===== src/rtl/bulls_cows_param.sv =====
// Multi-player Bulls and Cows game controller: secret entry, turn scoring,
// round counting and win/draw detection, all outputs registered.
module bulls_cows_param #(
   parameter int N_DIGITS   = 4,
   parameter int DIGIT_W    = 4,
   parameter int MAX_DIGIT  = 9,
   parameter int N_PLAYERS  = 2,
   parameter int MAX_ROUNDS = 8,
   localparam int PW = ($clog2(N_PLAYERS) > 1) ? $clog2(N_PLAYERS) : 1,
   localparam int CW = $clog2(N_DIGITS + 1),
   localparam int RW = ($clog2(MAX_ROUNDS + 1) > 1) ? $clog2(MAX_ROUNDS + 1) : 1,
   localparam int SW_W = N_DIGITS * DIGIT_W
) (
   input  logic                 clock,
   input  logic                 reset,
   input  logic [SW_W-1:0]      sw,
   input  logic                 enter,
   output logic [2:0]           state,
   output logic [PW-1:0]        player,
   output logic [CW-1:0]        bulls,
   output logic [CW-1:0]        cows,
   output logic [RW-1:0]        round,
   output logic                 reject,
   output logic [N_PLAYERS-1:0] win
);

   typedef enum logic [2:0] {
      S_SETUP  = 3'd0,
      S_TURN   = 3'd1,
      S_RESULT = 3'd2,
      S_WIN    = 3'd3,
      S_DRAW   = 3'd4
   } game_state_t;

   localparam logic [DIGIT_W-1:0] MAX_D     = DIGIT_W'(MAX_DIGIT);
   localparam logic [PW-1:0]      LAST_P    = PW'(N_PLAYERS - 1);
   localparam logic [CW-1:0]      ALL_BULLS = CW'(N_DIGITS);
   localparam logic [RW-1:0]      ROUND_LIM = RW'(MAX_ROUNDS);
   localparam logic [RW-1:0]      ROUND_TOP = {RW{1'b1}};

   game_state_t            state_q, state_d;
   logic [PW-1:0]          player_q, player_d;
   logic [RW-1:0]          round_q, round_d, round_inc;
   logic [CW-1:0]          bulls_q, bulls_d, cows_q, cows_d;
   logic [CW-1:0]          bulls_n, cows_n;
   logic                   reject_q, reject_d;
   logic [N_PLAYERS-1:0]   win_q, win_d;
   logic [SW_W-1:0]        secret_q [N_PLAYERS];
   logic [SW_W-1:0]        target;
   logic [PW-1:0]          target_idx;
   logic                   enter_q;
   logic                   rise;
   logic                   entry_ok;
   logic                   secret_we;
   logic                   clear_all;

   // enter_q powers up high so a button held through reset is not a press.
   assign rise = enter & ~enter_q;

   assign target_idx = (player_q == LAST_P) ? '0 : player_q + PW'(1);
   assign target     = secret_q[target_idx];
   assign round_inc  = (round_q == ROUND_TOP) ? round_q : round_q + RW'(1);

   always_comb begin : validity
      entry_ok = 1'b1;
      for (int i = 0; i < N_DIGITS; i++) begin
         if (sw[i*DIGIT_W +: DIGIT_W] > MAX_D) entry_ok = 1'b0;
         for (int j = i + 1; j < N_DIGITS; j++) begin
            if (sw[i*DIGIT_W +: DIGIT_W] == sw[j*DIGIT_W +: DIGIT_W]) entry_ok = 1'b0;
         end
      end
   end

   // Same position scores a bull, any other position holding the digit a cow.
   always_comb begin : scoring
      bulls_n = '0;
      cows_n  = '0;
      for (int i = 0; i < N_DIGITS; i++) begin
         for (int j = 0; j < N_DIGITS; j++) begin
            if (target[i*DIGIT_W +: DIGIT_W] == sw[j*DIGIT_W +: DIGIT_W]) begin
               if (i == j) bulls_n = bulls_n + CW'(1);
               else        cows_n  = cows_n + CW'(1);
            end
         end
      end
   end

   always_comb begin : next_state
      // NOTE: every output of this block gets a default first, so no path leaves one unassigned and no latch is inferred.
      state_d   = state_q;
      player_d  = player_q;
      round_d   = round_q;
      bulls_d   = bulls_q;
      cows_d    = cows_q;
      win_d     = win_q;
      reject_d  = 1'b0;
      secret_we = 1'b0;
      clear_all = 1'b0;

      case (state_q)
         S_SETUP: begin
            if (rise) begin
               if (!entry_ok) begin
                  reject_d = 1'b1;
               end else begin
                  secret_we = 1'b1;
                  if (player_q == LAST_P) begin
                     state_d  = S_TURN;
                     player_d = '0;
                     round_d  = '0;
                  end else begin
                     player_d = player_q + PW'(1);
                  end
               end
            end
         end

         S_TURN: begin
            if (rise) begin
               if (!entry_ok) begin
                  reject_d = 1'b1;
               end else begin
                  bulls_d = bulls_n;
                  cows_d  = cows_n;
                  if (bulls_n == ALL_BULLS) begin
                     state_d         = S_WIN;
                     win_d           = '0;
                     win_d[player_q] = 1'b1;
                  end else begin
                     state_d = S_RESULT;
                  end
               end
            end
         end

         S_RESULT: begin
            if (rise) begin
               bulls_d = '0;
               cows_d  = '0;
               if (player_q != LAST_P) begin
                  state_d  = S_TURN;
                  player_d = player_q + PW'(1);
               end else begin
                  round_d = round_inc;
                  if ((MAX_ROUNDS != 0) && (round_inc == ROUND_LIM)) begin
                     state_d = S_DRAW;
                  end else begin
                     state_d  = S_TURN;
                     player_d = '0;
                  end
               end
            end
         end

         S_WIN, S_DRAW: begin
            if (rise) begin
               state_d   = S_SETUP;
               player_d  = '0;
               round_d   = '0;
               bulls_d   = '0;
               cows_d    = '0;
               win_d     = '0;
               clear_all = 1'b1;
            end
         end

         default: state_d = S_SETUP;
      endcase
   end

   always_ff @(posedge clock or posedge reset) begin
      if (reset) begin
         state_q  <= S_SETUP;
         player_q <= '0;
         round_q  <= '0;
         bulls_q  <= '0;
         cows_q   <= '0;
         reject_q <= 1'b0;
         win_q    <= '0;
         enter_q  <= 1'b1;
         // NOTE: the secret store is reset explicitly because a fresh game must never score against a stale code.
         for (int k = 0; k < N_PLAYERS; k++) secret_q[k] <= '0;
      end else begin
         // NOTE: non-blocking assignments here so every register samples the pre-edge values computed above.
         state_q  <= state_d;
         player_q <= player_d;
         round_q  <= round_d;
         bulls_q  <= bulls_d;
         cows_q   <= cows_d;
         reject_q <= reject_d;
         win_q    <= win_d;
         enter_q  <= enter;
         if (clear_all) begin
            for (int k = 0; k < N_PLAYERS; k++) secret_q[k] <= '0;
         end else if (secret_we) begin
            secret_q[player_q] <= sw;
         end
      end
   end

   assign state  = state_q;
   assign player = player_q;
   assign round  = round_q;
   assign bulls  = bulls_q;
   assign cows   = cows_q;
   assign reject = reject_q;
   assign win    = win_q;

endmodule

===== config.mk =====
export PLATFORM = sky130hd
export DESIGN_NAME = bulls_cows_param
export DESIGN_NICKNAME = d
export VERILOG_FILES = /design/src/rtl/bulls_cows_param.sv
export SDC_FILE = /design/constraint.sdc
export NUM_CORES = 1
export LEC_CHECK = 0
export ABC_AREA = 1
export CAP_MARGIN = 20
export CELL_PAD_IN_SITES_DETAIL_PLACEMENT = 1
export CELL_PAD_IN_SITES_GLOBAL_PLACEMENT = 1
export CORE_AREA = 2 2 113 104
export CTS_BUF_LIST = sky130_fd_sc_hd__clkbuf_8
export DETAILED_ROUTE_END_ITERATION = 8
export DIE_AREA = 0 0 115 106
export PLACE_DENSITY = 0.8
export SLEW_MARGIN = 20
export SYNTH_ARGS = -nofsm -noshare
export SYNTH_HDL_FRONTEND = slang
export SYNTH_SLANG_ARGS = --single-unit

===== constraint.sdc =====
create_clock -name clock -period 6.8 [get_ports clock]
set_clock_uncertainty 0.15 [all_clocks]
set_input_delay 0.68 -clock clock [delete_from_list [all_inputs] [get_ports clock]]
set_output_delay 0.68 -clock clock [all_outputs]
set_load 0.05 [all_outputs]

* Word-level counts from Yosys, hierarchy flattened
Index checks and enable logic that the tools add are counted. Widths: inputs -> output; s select.
Word-level totals: bits in registers 50, bits of input ports 19, output and inout bits 17, word-level logic and storage cells 175
Operators by class: add/sub/neg operators 16, $lt $le $gt $ge 9, eq/ne operators 39, mux-type cells 82, bitwise operators 4, reductions and logical operators 15
Operators by type and width (count):
- $eq 4x4->1 | 22
- $mux 3 | 27
- $mux 16 | 4
- $mux 32 | 2
- $add 3x1->3 const B | 14
- $bwmux 32 | 1
- $mux 1 | 29
- $mux 4 | 7
- $ne 2x2->1 const B | 9
- $demux 16 s1 | 1
- $gt 4x4->1 const B | 4
- $reduce_and 7->1 | 2
- $pmux 3 s2 | 2
- $pmux 3 s4 | 1
- $pmux 4 s3 | 1
- $reduce_and 5->1 | 2
- $eq 4x4->1 const B | 2
- $mux 2 | 4
- $eq 3x2->1 const B | 2
- $eq 3x3->1 const B | 2
- $reduce_bool 2->1 | 3
- $add 4x1->4 const B | 1
- $ge 2x2->1 const B | 2
- $not 1->2 | 2
- other kinds (17) | 19

* Depth between registers and ports, before layout
Gate-level depths: netlist (run 1).
depth in word-level cells 33, gate-level depth with buffers 45, depth with buffers taken out 43

* Worst setup path after synthesis (run 1)
Ideal clock, no wire load.
path kind flip-flop to flip-flop, from register player_q, in the netlist player, to register cows_q[2], in the netlist cows[2], arrival 6.106 ns, setup slack 0.421 ns, stages on the path, launching flop included 40, path buffers 2, period minus slack after synthesis 6.379 ns, cells stage by stage dfrtp_1 buf_6 buf_12 nand2_1 nand2_1 xor2_1 inv_1 nor4_1 ha_1 inv_1 nand2_4 nand2_4 inv_1 ha_1 or2_2 nand3_1 nand2_1 nand2_1 [4 not listed] nand2_1 nand3_1 nand3_1 and2_1 ha_1 or2_2 nand3_1 nand3_1 and2_1 ha_1 nand2_1 xnor2_2 xnor2_1 xnor2_1 xor2_1 nand2_1 nand2_1 o21ai_1
Between the ends: word-level cells in the longest chain between the ends 33, elaborated cells on any way between the ends 44
Ends and longest elaborated chain:
- start, declared | line 42 | logic [PW-1:0] player_q, player_d;
- start signal, assigned | line 186 | player_q <= player_d;
- $add 1x1->1 | line 60 | assign target_idx = (player_q == LAST_P) ? '0 : player_q + PW'(1);
- $mux 1 (*) | line 60
- $not 1->2 (not written as such) (*) | line 61 | assign target = secret_q[target_idx];
- $mux 16 (not written as such) (*) (3 in a row) | line 61
- $eq 4x4->1 | line 80 | if (target[i*DIGIT_W +: DIGIT_W] == sw[j*DIGIT_W +: DIGIT_W]) begin
- $mux 1 | line 80
- $add 3x1->3 | line 82 | else cows_n = cows_n + CW'(1);
- $mux 3 | line 80
- [15 not listed]
- $mux 3 | line 80
- $add 3x1->3 | line 82
- $mux 3 | line 80
- $add 3x1->3 | line 82
- $mux 3 (*) | line 80
- $mux 3 (*) | line 120 | if (!entry_ok) begin
- $mux 3 (*) | line 119 | if (rise) begin
- $pmux 3 s2 (*) | line 100 | case (state_q)
- end signal, assigned | line 189 | cows_q <= cows_d;
- end, declared | line 44 | logic [CW-1:0] bulls_q, bulls_d, cows_q, cows_d;
Every way passes the cells marked *; elsewhere a longest branch is shown, timed or not. The select of a mux whose other input is x is not followed. A chain may end at the register's enable or synchronous reset.

* Worst setup path after layout (run 1)
Ends and elaborated chain as after synthesis.

==> impl_metrics.csv, run 1 <==
group,metric,value,unit
cells_and_area,drive_above_1_share,18.12,%
clock_tree,clock_path_buffers,2,
cells_and_area,utilization,50.09,%
cells_and_area,syn_to_final_growth,15.11,%
power,pwr-share-clk,10.5,%
critical_path,cp.required,6.86,ns
sta,holdWs,0.3466,ns
route,drt-wirelength-per-cell,17.90,µm
place,port_buffers,35,
clock_tree,clk_latency,0.31,ns
route,dr.first_iter.drc_count,262,
logic_synthesis,synth_area,4835,µm²
critical_path,worstPathArrival,6.37,ns
cells_and_area,final_cell_mix,"123 x nand2_1, 74 x inv_1, 63 x nand3_1",
hold_path,hp-start,"bulls[2]",
die,fp.dieW,115,µm
logic_synthesis,ys_warn_count,0,
grt,grt_overflow_total,0,
die,io_pins,36,
logic_synthesis,synth_cell_types,50,
route,ant_nets,0,
clock_tree,root_buffer,"clkbuf_8",
power,internal-power,0.0009398,W
place,dp_hpwl,11870,µm
critical_path,cp_slowest_cell,"dfrtp_4",
critical_path,reg2reg_depth,38,
sta,finalCriticalPeriod,6.310,ns
route,drc,0,
logic_synthesis,synth.yosys.seq_area_share,25.91,%
logic_synthesis,syn_avg_cell_area,7.392,µm²
logic_synthesis,synth-main-ff-cell,"dfrtp_1",
clock_tree,h-tree-depth,2,
die,die_h,106,µm
status,status,"completed",
die,initial_utilization,43.51,%
clock_tree,clk_pin_slew_worst_paths,0.09,ns
run,max_cap_violations,0,
critical_path,end_kind,"register",
critical_path,cp_max_fo,6,
sta,period_share,92.80,%
logic_synthesis,synthArstFlopShare,100.0,%
route,drtPass1Iterations,4,
route,routed-via-count,4487,
grt,grt_pass1_vias,4883,
critical_path,crit_top_cell,"nand2_1",
sta,finalHoldViolations,0,
critical_path,slowest_delay,0.56,ns
sta,drv_slew,0,
place,globalplace.congestion,0.9317,
power,switching_share,53.30,%
cells_and_area,final_common_cell,"nand2_1",
sta,finalSetupViolCount,0,
sta,worst_pin_slew,1.079,ns
die,core,11110,µm²
logic_synthesis,syn-num-nets,689,
power,leakagePower,2.792,nW
sta,fmax,0.1585,GHz
grt,grt_max_degree,51,
die,std_cell_rows,37,
power,p_per_area,361.6,nW/µm²
critical_path,startpoint,"player",
sta,max_slew_margin,27.82,%
power,combPwrFrac,67.3,%
hold_path,hp-class,"reg -> reg",
logic_synthesis,synthCells,654,
clock_tree,cts_tree,"done",
clock_tree,numCtsBuffers,5,
hold_path,worstHoldPathCells,2,
critical_path,startpoint_type,"register",
die,dieArea,12190,µm²
critical_path,path_class,"reg -> reg",
grt,track_usage,25.39,%
clock_tree,cts.sink_count,50,
grt,grt_pass1_wl,24470,µm
clock_tree,hold_buffers,0,
power,pwr-share-seq,22.2,%
cells_and_area,nets,735,
logic_synthesis,ys_ff_latch,50,
route,totalWireLength,14980,µm
route,via_per_inst,5.361,
power,ir_drop,0.0002033,V
critical_path,r2r-start,"player",
cells_and_area,antenna-diode-count,0,
power,power_switching,0.001073,W
logic_synthesis,synth-edff-count,0,
grt,antenna_found_initial,0,
power groups by stage:
stage / registers [W] / clock network (W) / logic [W]
floorplan: 0.000515 / 0 / 0.000934
global placement: 0.000455 / 0 / 0.00122
detailed placement: 0.000463 / 0 / 0.00129
CTS: 0.000456 / 0.000214 / 0.00130
global route: 0.000456 / 0.000227 / 0.00151
finish: 0.000447 / 0.000211 / 0.00135
logic make-up after synthesis:
group	share of synthesized area [%]
simple gates	31.60
mux	0.4141
flops	25.91
fa+ha+maj	4.141
compound gates	12.84
buf+inv	9.809
xor+xnor	15.29
per-layer routing:
| metal | track usage (%) | routed length (µm) | vias up |
|---|---|---|---|
| met5 | 0 | 0 | - |
| met4 | 5.077 | 220 | 0 |
| met3 | 2.737 | 698 | 17 |
| met2 | 45.46 | 7545 | 98 |
| met1 | 33.01 | 6514 | 2165 |
| li1 | - | - | 2207 |
through the flow:
step | cell area, µm² | setup slack [ns] | total power [W] | TNS (ns) | instances
3_5_place_dp | 5363 | -0.1282 | 0.001757 | -0.1838 | 822
3_3_place_gp | 5363 | 0.2443 | 0.001679 | 0 | 822
5_1_grt | 5565 | -0.01604 | 0.002197 | -0.01604 | 837
6_report | 5565 | 0.4897 | 0.002012 | 0 | 837
4_1_cts | 5469 | 0.03684 | 0.001971 | 0 | 830
2_1_floorplan | 4835 | 0.4211 | 0.001449 | 0 | 654
flip-flops by register name, summed over array words and instances (netlist names):
register	cells
player	1
reject	1
bulls	3
enter_q	1
cows	3
win	2
round	4
secret_q	32
state	3
timing repair:
action | 4_1_cts | 5_1_grt
gates resized for setup | 0 | 15
endpoints found under the setup margin | 0 | 2
buffers inserted | 0 | 7
path summary, 6_finish.rpt:
check	slack (ns)	endpoint
worst min register to register	0.35	bulls[2]
worst min-delay path	0.35	bulls[2]
min in group asynchronous	0.70	secret_q[10]
max in group asynchronous	5.32	player
worst max-delay path	0.49	cows[2]
worst max register to register	0.49	cows[2]
Yosys cell counts (2+ instances only):
master    number  share of area [%]
nand2_1      127                9.9
inv_1         74                5.7
nand3_1       64                6.6
xor2_1        61                 11
dfrtp_1       49                 25
o21ai_0       49                5.1
nor2_1        28                2.2
nand2_2       25                3.2
o22ai_1       20                2.6
ha_1          16                4.1
xnor2_1       16                2.9
nand3_2       12                2.5
clkbuf_1      10               0.78
or2_2          9                1.2
buf_2          8               0.83
nand2_4        8                1.9
a21oi_1        7               0.72
nand4_1        7               0.91
inv_2          5               0.39
nor3_1         5               0.52
o21ai_4        5                1.7
o21ai_2        4               0.72
and2_1         3               0.39
buf_6          3               0.70
clkinv_1       3               0.23
nor2_2         3               0.39
nor4_1         3               0.39
o31ai_1        3               0.47
mux2i_1        2               0.41
o21ai_1        2               0.21
o41ai_1        2               0.36
xnor2_2        2               0.67
xor2_2         2               0.67
area by class of cell:
class	instances	area (µm²)
Fill cell	1421	5545
Multi-Input combinational cell	496	3142
Sequential cell	50	1256
Timing Repair Buffer	63	560.5
Inverter	84	330.3
Tap cell	136	170.2
Clock buffer	5	68.82
Clock inverter	3	37.54
critical path, delay by kind of cell (launching register included):
kind            cells  cell delay, ns
compound gates      1            0.05
simple gates       25            3.05
fa+ha+maj           6            1.56
xor+xnor            2            0.34
flops               1            0.56
buf+inv             4            0.47
(Power assumes the default switching activity.)
==> run 2: changes to the inputs <==
Settings changed: CORE_AREA 2 2 113 104 to 2 2 137 126, DIE_AREA 0 0 115 106 to 0 0 139 128, PLACE_DENSITY 0.8 to 0.57.
Clock period 6.8 ns to 7.4 ns, I/O delays scaled along.
==> run 2 against run 1 <==
Die area up 46%. Total power down 13%. Cell count up 7.4%. First-iteration DRC count down 30%. Critical path depth down 1. Utilization down 17 points. Routed wire length up 0.99%. Register-to-register slack better by 0.23 ns. Sequential cell count unchanged.
==> impl_metrics.csv, run 2 (synthesis gave the netlist of run 1 again) <==
group,metric,value,unit
critical_path,endpoint,"cows[2]",
route,totalWireLength,15130,µm
clock_tree,root_buffer,"clkbuf_8",
critical_path,reg2reg_depth,38,
route,drtPass1Iterations,4,
sta,finalCriticalPeriod,6.774,ns
grt,grt_pass1_wl,25200,µm
sta,rsz0062_at_grt,"no",
cells_and_area,fill_cells,2028,
cells_and_area,top_register,"secret_q",
critical_path,worstPathArrival,6.83,ns
critical_path,r2r_slack,0.72,ns
cells_and_area,antenna-diode-count,0,
cells_and_area,drive_above_1_share,15.41,%
route,routed-via-count,4392,
clock_tree,numCtsBuffers,5,
hold_path,hp-class,"reg -> reg",
sta,period_share,91.54,%
die,core,16440,µm²
sta,holdWs,0.3438,ns
clock_tree,cts.sink_count,50,
route,ant_nets,0,
sta,fmax,0.1476,GHz
power,p_per_area,317.8,nW/µm²
clock_tree,cts_resized,0,
power,ir_drop,0.0001709,V
die,fp.dieW,139,µm
clock_tree,cts_setup_buffers,0,
grt,antenna_found_initial,0,
critical_path,cp_slowest_cell,"clkdlybuf4s50_1",
clock_tree,clock_path_buffers,2,
clock_tree,clk_latency,0.31,ns
critical_path,slowest_delay,0.58,ns
critical_path,startpoint,"sw[4]",
place,globalplace.congestion,0.8330,
critical_path,cp.required,7.46,ns
grt,grt_pass1_vias,4781,
grt,track_usage,17.72,%
cells_and_area,utilization,33.44,%
status,status,"completed",
place,port_buffers,35,
die,io_pins,36,
critical_path,r2r-end,"cows[2]",
die,std_cell_rows,45,
grt,use_met2,28.98,%
sta,drv_slew,0,
grt,top_usage_layer,"met2",
clock_tree,clk_pin_slew_worst_paths,0.10,ns
cells_and_area,nets,722,
sta,finalSetupViolCount,0,
place,dp_hpwl,11910,µm
grt,grt_overflow_total,0,
clock_tree,hold_buffers,0,
critical_path,r2r-start,"player",
sta,worst_pin_slew,0.7425,ns
grt,grt_max_degree,51,
die,initial_utilization,29.41,%
route,dr.first_iter.drc_count,184,
critical_path,cp_max_fo,4,
grt,grt_use_met3,2.428,%
cells_and_area,multi_input_comb_area,3110,µm²
clock_tree,cts_tree,"done",
cells_and_area,ff_latch_area,1254,µm²
clock_tree,h-tree-depth,2,
run,max_cap_violations,0,
power,leakagePower,2.690,nW
sta,finalHoldViolations,0,
hold_path,worstHoldPathCells,2,
route,drt-wirelength-per-cell,16.83,µm
power,total_power,0.001747,W
critical_path,end_kind,"register",
critical_path,path_class,"in -> reg",
die,die_h,128,µm
sta,max_slew_margin,50.05,%
cells_and_area,final_cell_mix,"127 x nand2_1, 75 x inv_1, 64 x nand3_1",
cells_and_area,largest_register_ff_count,32,
sta,fin_tns_setup,0,ns
route,via_per_inst,4.885,
cells_and_area,syn_to_final_growth,13.72,%
die,dieArea,17790,µm²
cells_and_area,final_common_cell,"nand2_1",
critical_path,startpoint_type,"input port",
route,drc,0,
grt,grt_util_met1,24.86,%
run 2: cell count changes in the layout (fill, tap and decap cells not counted), sizes merged:
| cell | delta |
|---|---|
| clkinvlp | +1 |
| buf | -12 |
| clkdlybuf4s50 | +1 |
| clkbuf | -1 |
| dlymetal6s2s | -1 |
| bufinv | -1 |
run 2: area by class of cell:
type	instances	share of cell area [%]
tap	211	4.802
clock inverter	3	0.2731
clock buffer	5	1.252
sequential	50	22.80
timing repair buffer	50	8.421
multi-input combinational	496	56.58
inverter	84	5.872
run 2: metrics by stage:
stage | instance area, µm² | instances | setup slack, ns
final | 5498 | 899 | 0.6259
after global placement | 5411 | 891 | 0.3885
after detailed placement | 5411 | 891 | 0.3018
after floorplan | 4835 | 654 | 1.021
after CTS | 5495 | 899 | 0.6144
after global routing | 5498 | 899 | 0.1409
run 2: how the worst min path moves through the flow:
| stage | from | end | slack [ns] |
|---|---|---|---|
| 6_report | cows[0] | cows[0] | 0.34 |
| 5_1_grt | cows[0] | cows[0] | 0.38 |
| 4_1_cts | cows[0] | cows[0] | 0.35 |
| 3_5_place_dp | cows[0] | cows[0] | 0.32 |
| 3_3_place_gp | cows[0] | cows[0] | 0.31 |
| 2_1_floorplan | secret_q[17] | secret_q[17] | 0.32 |
run 2: power breakdown:
| group | switching [W] | internal [W] | total [W] |
|---|---|---|---|
| clock network | 0.0000979 | 0.0000646 | 0.000162 |
| logic | 0.000785 | 0.000383 | 0.00117 |
| registers | 0.0000649 | 0.000351 | 0.000416 |
run 2: per-layer routing:
| metal | vias up | share of wire (%) | wire length, µm |
|---|---|---|---|
| met5 | - | 0 | 0 |
| met1 | 2119 | 49 | 7404 |
| met4 | 0 | 1.5 | 233 |
| li1 | 2185 | - | - |
| met3 | 12 | 4.4 | 665 |
| met2 | 76 | 45 | 6824 |
run 2: worst max-delay path, delay by kind of cell:
family                   cells  cell delay, ns
buffers and inverters        5            0.94
AND/OR/NAND/NOR             21            2.96
adder cells (fa/ha/maj)      5            1.35
AO/OA/AOI/OAI                1            0.05
XOR/XNOR                     5            0.82
==> run 3: changes to the inputs <==
Settings changed: SLEW_MARGIN 20 to not set.
==> run 3 against run 2 <==
Sequential cell count unchanged. Utilization about the same. Via count up 1.0%. Clock-buffer cell count unchanged. Highest routed layer unchanged. Sequential share of layout area about the same.
==> impl_metrics.csv, run 3 (synthesis gave the netlist of run 1 again) <==
group,metric,value,unit
die,io_pins,36,
sta,max_slew_margin,51.45,%
route,ant_nets,0,
die,core,16440,µm²
hold_path,hp-class,"reg -> reg",
clock_tree,cts.sink_count,50,
sta,period_share,91.53,%
critical_path,worstPathArrival,6.83,ns
clock_tree,clock_path_buffers,2,
cells_and_area,ff_latch_area,1254,µm²
sta,fin_tns_setup,0,ns
route,drtPass1Iterations,5,
place,globalplace.congestion,0.8330,
sta,drv_slew,0,
route,totalWireLength,15170,µm
grt,grt_pass1_wl,25200,µm
cells_and_area,syn_to_final_growth,13.82,%
cells_and_area,antenna-diode-count,0,
place,port_buffers,35,
die,die_h,128,µm
power,total_power,0.001754,W
die,initial_utilization,29.41,%
cells_and_area,drive_above_1_share,15.38,%
run,max_cap_violations,0,
critical_path,cp_max_fo,4,
power,ir_drop,0.0001713,V
route,routed-via-count,4437,
status,status,"completed",
sta,rsz0062_at_grt,"no",
critical_path,path_class,"in -> reg",
cells_and_area,nets,723,
critical_path,cp.required,7.46,ns
critical_path,critical-path-top-delay-family,"simple AND/OR/NAND/NOR gates",
critical_path,slowest_delay,0.57,ns
cells_and_area,finalNonFillerCells,900,
sta,finalCriticalPeriod,6.773,ns
place,place_area,5411,µm²
critical_path,cp_slowest_cell,"clkdlybuf4s50_1",
grt,grt_overflow_total,0,
clock_tree,clk_latency,0.31,ns
sta,worst_pin_slew,0.7264,ns
cells_and_area,final_cell_mix,"127 x nand2_1, 75 x inv_1, 64 x nand3_1",
clock_tree,clk_pin_slew_worst_paths,0.10,ns
clock_tree,h-tree-depth,2,
grt,antenna_found_initial,0,
grt,grt_pass1_vias,4781,
die,std_cell_rows,45,
cells_and_area,top_register,"secret_q",
route,drt-wirelength-per-cell,16.85,µm
route,drc,0,
grt,track_usage,17.72,%
clock_tree,root_buffer,"clkbuf_8",
cells_and_area,final_common_cell,"nand2_1",
cells_and_area,largest_register_ff_count,32,
critical_path,startpoint_type,"input port",
route,via_per_inst,4.930,
grt,grt_max_degree,51,
clock_tree,cts_resized,0,
sta,finalSetupViolCount,0,
sta,fmax,0.1476,GHz
power,p_per_area,318.7,nW/µm²
die,dieArea,17790,µm²
cells_and_area,multi_input_comb_area,3108,µm²
critical_path,critPathBufInv,5,
clock_tree,cts_setup_buffers,0,
cells_and_area,stdcell_area,5503,µm²
die,fp.dieW,139,µm
power,leakagePower,2.695,nW
route,dr.first_iter.drc_count,199,
critical_path,end_kind,"register",
clock_tree,numCtsBuffers,5,
clock_tree,hold_buffers,0,
place,numPlacedInstances,891,
clock_tree,cts_tree,"done",
sta,holdWs,0.3435,ns
sta,finalHoldViolations,0,
place,dp_hpwl,11910,µm
cells_and_area,fill_cells,2029,
-- run 3: cell types whose count changed in the layout (fill, tap and decap cells not counted), sizes merged --
cell and change:
buf +1
-- run 3: report_power, final --
part | internal, W | switching, W
clock network | 0.0000646 | 0.0000979
logic | 0.000386 | 0.000788
registers | 0.000351 | 0.0000652
total | 0.000802 | 0.000951
-- run 3: cell type report --
class                           count  share of cell area, %
Clock inverter                      3                 0.2729
Sequential cell                    50                  22.78
Inverter                           84                  5.866
Tap cell                          211                  4.798
Timing Repair Buffer               51                  8.549
Multi-Input combinational cell    496                  56.48
Clock buffer                        5                  1.251
-- run 3: final timing paths --
| path | from | end | slack (ns) | depth (start not counted) |
|---|---|---|---|---|
| worst min register to register | cows[0] | cows[0] | 0.34 | 2 |
| worst max register to register | player | cows[2] | 0.72 | 37 |
| min in group asynchronous | reset | round[0] | 0.77 | 3 |
| worst min-delay path | cows[0] | cows[0] | 0.34 | 2 |
| worst max-delay path | sw[4] | cows[2] | 0.63 | 37 |
| max in group asynchronous | reset | player | 5.83 | 3 |
-- run 3: per-stage QoR --
| stage | utilization (%) | setup WS (ns) |
|---|---|---|
| 6_report | 33.47 | 0.6270 |
| 5_1_grt | 33.47 | 0.1409 |
| 4_1_cts | 33.42 | 0.6144 |
| 3_5_place_dp | 32.91 | 0.3018 |
| 3_3_place_gp | 32.91 | 0.3885 |
| 2_1_floorplan | - | 1.021 |
-- run 3: routing by layer --
metal	GRT usage, %	up-vias	part of all wire (%)
met5	0	-	0
met2	28.98	80	45
met4	4.337	0	1.9
met3	2.428	17	3.4
li1	-	2184	-
met1	24.86	2156	50
-- run 3: tightest hold or removal path, delay by kind of cell, from the launching register on --
kind	cells	cell delay [ns]
DFF	1	0.36
and+or+nand+nor	2	0.11
